### src/rtl/motoro3_step_sequencer.sv
// Six-step commutation timebase: period counter, step code and step tally.
// Optional M3_STEP_LIMIT_EN adds m3r_stepLimit to auto-stop after N steps.
module motoro3_step_sequencer #(
   parameter int         STEP_NUM   = 6,
   parameter logic [3:0] STEP_OFF   = 4'hF,
   parameter int         MIN_PERIOD = 2
) (
   input  logic        clk,
   input  logic        nRst,
   input  logic        m3r_enable,
   input  logic        m3r_dir,
   input  logic [24:0] m3r_stepCNT_speedSET,
   output logic [24:0] m3cnt,
   output logic        m3cntLast1,
   output logic [3:0]  m3step,
   output logic        m3stepAdv,
   output logic        m3running,
   output logic [15:0] m3stepTotal
`ifdef M3_STEP_LIMIT_EN
   ,
   input  logic [15:0] m3r_stepLimit
`endif
);

   typedef enum logic [1:0] {
      IDLE,
      RUN,
      STOPPING
   } state_t;

   localparam logic [24:0] MIN_P = 25'(MIN_PERIOD);
   localparam logic [3:0]  LAST_STEP = 4'(STEP_NUM - 1);

   state_t      state;
   logic [24:0] period;
   logic        dir_sh;

   logic [24:0] speed_clamp;
   logic [24:0] cnt_inc;
   logic        last_inc;
   logic [3:0]  step_fwd;
   logic [3:0]  step_rev;
   logic [15:0] total_inc;
   logic        run_req;
   logic        limit_hit;

`ifdef M3_STEP_LIMIT_EN
   logic limited;

   // Once the limit trips, enable must be seen low before a restart.
   assign run_req   = m3r_enable & ~limited;
   assign limit_hit = (m3r_stepLimit != 16'd0) &&
                      (total_inc == m3r_stepLimit);
`else
   assign run_req   = m3r_enable;
   assign limit_hit = 1'b0;
`endif

   always_comb begin
      speed_clamp = m3r_stepCNT_speedSET;
      if (m3r_stepCNT_speedSET < MIN_P)
         speed_clamp = MIN_P;
   end

   assign cnt_inc   = m3cnt + 25'd1;
   assign last_inc  = (cnt_inc == period - 25'd1);
   assign total_inc = m3stepTotal + 16'd1;
   assign step_fwd  = (m3step == LAST_STEP) ? 4'd0 : m3step + 4'd1;
   assign step_rev  = (m3step == 4'd0) ? LAST_STEP : m3step - 4'd1;

   always_ff @(posedge clk or negedge nRst) begin
      if (!nRst) begin
         state       <= IDLE;
         m3cnt       <= '0;
         m3cntLast1  <= 1'b0;
         m3step      <= STEP_OFF;
         m3stepAdv   <= 1'b0;
         m3running   <= 1'b0;
         m3stepTotal <= '0;
         period      <= MIN_P;
         dir_sh      <= 1'b1;
`ifdef M3_STEP_LIMIT_EN
         limited     <= 1'b0;
`endif
      end else begin
         m3stepAdv <= 1'b0;
`ifdef M3_STEP_LIMIT_EN
         if (!m3r_enable)
            limited <= 1'b0;
`endif
         case (state)
            IDLE: begin
               m3cnt      <= '0;
               m3cntLast1 <= 1'b0;
               if (run_req) begin
                  state       <= RUN;
                  m3step      <= 4'd0;
                  m3stepAdv   <= 1'b1;
                  m3stepTotal <= '0;
                  m3running   <= 1'b1;
                  period      <= speed_clamp;
                  dir_sh      <= m3r_dir;
               end
            end
            RUN, STOPPING: begin
               if (m3cntLast1) begin
                  m3cnt      <= '0;
                  m3cntLast1 <= 1'b0;
                  if (state == RUN || run_req) begin
                     m3stepAdv   <= 1'b1;
                     m3stepTotal <= total_inc;
                     m3step      <= dir_sh ? step_fwd : step_rev;
                     period      <= speed_clamp;
                     dir_sh      <= m3r_dir;
                     if (run_req && !limit_hit) begin
                        state <= RUN;
                     end else begin
                        state <= STOPPING;
`ifdef M3_STEP_LIMIT_EN
                        if (limit_hit)
                           limited <= 1'b1;
`endif
                     end
                  end else begin
                     state     <= IDLE;
                     m3step    <= STEP_OFF;
                     m3running <= 1'b0;
                  end
               end else begin
                  m3cnt      <= cnt_inc;
                  m3cntLast1 <= last_inc;
                  state      <= run_req ? RUN : STOPPING;
               end
            end
            default: state <= IDLE;
         endcase
      end
   end

endmodule
### config.mk
export PLATFORM = sky130hd
export DESIGN_NAME = motoro3_step_sequencer
export DESIGN_NICKNAME = d
export VERILOG_FILES = /design/src/rtl/motoro3_step_sequencer.sv
export SDC_FILE = /design/constraint.sdc
export NUM_CORES = 1
export LEC_CHECK = 0
export CAP_MARGIN = 25
export CORE_MARGIN = 1
export CORE_UTILIZATION = 45
export DETAILED_ROUTE_END_ITERATION = 10
export PLACE_DENSITY = 0.69
export SYNTH_ARGS = -nofsm -noshare
export SYNTH_HDL_FRONTEND = slang
export SYNTH_SLANG_ARGS = --single-unit
### constraint.sdc
create_clock -name clk -period 3.2 [get_ports clk]
set_input_delay 0.32 -clock clk [delete_from_list [all_inputs] [get_ports clk]]
set_output_delay 0.32 -clock clk [all_outputs]
set_load 0.01 [all_outputs]
==> results.json <==
{
  "area_growth_pct": 22.95,
  "dieArea_mm2": 0.01125,
  "setup_viol": 0,
  "final-hold-violation-count": 0,
  "end_kind": "flip-flop",
  "r2r-start": "period[0]",
  "syn_nets": 561,
  "cts_inserted_buffers": 9,
  "synth-seq-cells": 76,
  "path_class": "reg2reg",
  "num_rows": 37,
  "tns_ns": 0,
  "status": "finished, final reports clean",
  "dp_hpwl_um": 9131,
  "total_power_mw": 4.437,
  "synth_area_mm2": 0.004873,
  "die_x_um": 106.1,
  "synth_top_area_share": 0.3594,
  "maxSlewViolCount": 0,
  "io_pins": 77,
  "drtIter0Drc": 224,
  "grt.overflow.total": 0,
  "antenna_found_initial": 0,
  "cp.arrival_ns": 3.26,
  "ys_types": 60,
  "r2r_cells": 9,
  "fin_crit_sh": 0.9382,
  "h-tree-depth": 3,
  "worstMarginPinSlew_ns": 0.8717,
  "via_per_inst": 5.675,
  "clock_latency_ns": 0.35,
  "r2r-end": "m3cntLast1",
  "critical_path_peak_fanout": 6,
  "via_count": 4171,
  "drtPass1Iterations": 4,
  "ys_seq_area_frac": 0.3918,
  "netlist_instances": 526,
  "relSlewSlack": 0.4189,
  "cp.required_ns": 3.46,
  "n_antenna_cell": 0,
  "cts_num_sinks": 76,
  "dieHeight_um": 106.1,
  "routedWlPerCell_um": 16.55,
  "leakagePower_nw": 2.300,
  "yosysTopAreaCell": "dfrtp_1",
  "clockRootBuffer": "clkbuf_8",
  "timing.hold.ws_ns": 0.3050,
  "port_buffers": 76,
  "yosysMostFrequentCell": "dfrtp_1",
  "fmax_mhz": 333.1,
  "rsz0062_at_grt": "no",
  "cts_tree": "yes",
  "fin_nets": 629,
  "ant_nets": 0,
  "drive_gt1_frac": 0.1336,
  "synthTopCellsByCount": "dfrtp_1, xnor2_1, nand2_1, nor2_1, o21ai_0",
  "ys_warn_count": 0,
  "fin_worst_skew_ns": 0.01438,
  "min_period_ns": 3.002,
  "ir_drop_uv": 406.1,
  "clockBufferDepth": 2,
  "drc_errors": 0,
  "reg2reg_slack_ns": 0.20,
  "hold_class": "in2async",
  "grt_max_degree": 77,
  "p_per_area_mw_per_mm2": 740.5,
  "dominantRegCellSynth": "dfrtp_1",
  "synthArstFlopShare": 1.000,
  "drt-total-wl_um": 12160,
  "start_kind": "flip-flop",
  "gp_congestion": 0.9089,
  "maxCapViolCount": 0,
  "synth_edf_count": 0,
  "grtUsageTotal": 0.2272,
  "syn_avg_cell_area_um2": 9.265,
  "grt_pass1_vias": 3950,
  "cts.clk_slew.worst_paths_ns": 0.08,
  "core_area_mm2": 0.01042,
  "grt_pass1_wl_um": 20150,
  "synth_area_leaders": "dfrtp_1, xnor2_1, mux2_2",
  "initial_core_util": 0.4679
}
==> worst max-delay path by stage <==
| stage | slack, ns | cells past startpoint | start | endpoint |
|---|---|---|---|---|
| 6_report | 0.20 | 9 | period[0] | m3cntLast1 |
| 5_1_grt | 0.03 | 9 | period[0] | m3cntLast1 |
| 4_1_cts | 0.12 | 9 | period[0] | m3cntLast1 |
| 3_5_place_dp | 0.15 | 9 | period[0] | m3cntLast1 |
| 3_3_place_gp | 0.23 | 9 | period[0] | m3cntLast1 |
| 2_1_floorplan | 0.28 | 10 | period[0] | m3cntLast1 |
==> where the power goes <==
part / switching (mW) / internal, mW / leakage [nW] / total [mW]
clock network: 0.354 / 0.357 / 0.0931 / 0.711
registers: 0.366 / 1.23 / 0.975 / 1.60
logic: 1.06 / 1.07 / 1.23 / 2.13
==> sequential cells by signal, summed over array words and instances (netlist names) <==
name / count
m3cnt: 25
m3running: 1
m3stepAdv: 1
dir_sh: 1
state: 2
m3cntLast1: 1
m3step: 4
m3stepTotal: 16
period: 25
==> kinds of logic after synthesis <==
family	Yosys count	share of synthesized area
buffers and inverters	47	0.04005
xor gates and xnor gates	74	0.1479
AOI/OAI and AO/OA	96	0.1256
and+or+nand+nor	199	0.2154
DFF	76	0.3918
adders and majority gates	6	0.01540
muxes	28	0.06393
==> layer usage <==
metal,GRT usage,share of wire
met3,0.05579,0.057
met2,0.3347,0.44
met5,0,0
met4,0.06151,0.012
met1,0.3316,0.49
==> per-stage QoR <==
| stage | worst slack (ns) | util | area, um^2 | std cells |
|---|---|---|---|---|
| 2_1_floorplan | 0.2848 | - | 4873 | 526 |
| 3_3_place_gp | 0.2279 | 0.5528 | 5758 | 717 |
| 3_5_place_dp | 0.1468 | 0.5528 | 5758 | 717 |
| 4_1_cts | 0.1236 | 0.5705 | 5942 | 733 |
| 5_1_grt | 0.02856 | 0.5753 | 5992 | 735 |
| 6_report | 0.1978 | 0.5753 | 5992 | 735 |
==> placed cells by master, fill, tap and decap left out, types with 7 or more instances in the layout <==
cell type         n
xnor2_1          48
clkbuf_8          9
and3_1            9
buf_4            13
nor4_1           17
nand2_1          46
mux2_2           25
inv_1            14
clkdlybuf4s50_1  75
o22ai_1           7
o21ai_0          39
a21oi_1          16
nand3_1          20
nand4_1          13
xor2_1           21
dfrtp_1          70
nor3_1           12
o31ai_1           8
nor2_1           42
==> worst max-delay path, cell delays in order, from the launching register on <==
cell      delay, ns
dfrtp_1        0.42
inv_1          0.09
ha_1           0.19
or4b_2         0.71
nor4_2         0.21
xnor2_1        0.17
xnor2_1        0.08
or4_1          0.52
a2111o_1       0.31
o31ai_2        0.21
==> area by class of cell <==
class                   instances  area [um^2]
well taps                     136        170.2
fillers                       912         4424
clock inverters                 5        52.55
repair buffers                 90        885.9
multi-input cells             403         2790
inverters                      14        52.55
flip-flops and latches         76         1909
clock buffers                  11        131.4
==> timing repair <==
| item | 4_1_cts | 5_1_grt |
|---|---|---|
| setup endpoints to repair | 0 | 1 |
| setup buffers | 0 | 0 |
| gates resized for setup | 0 | 2 |
| hold buffers | 0 | 1 |
| hold endpoints to repair | 0 | 1 |
Note: power is estimated with default switching activity, not from simulation.
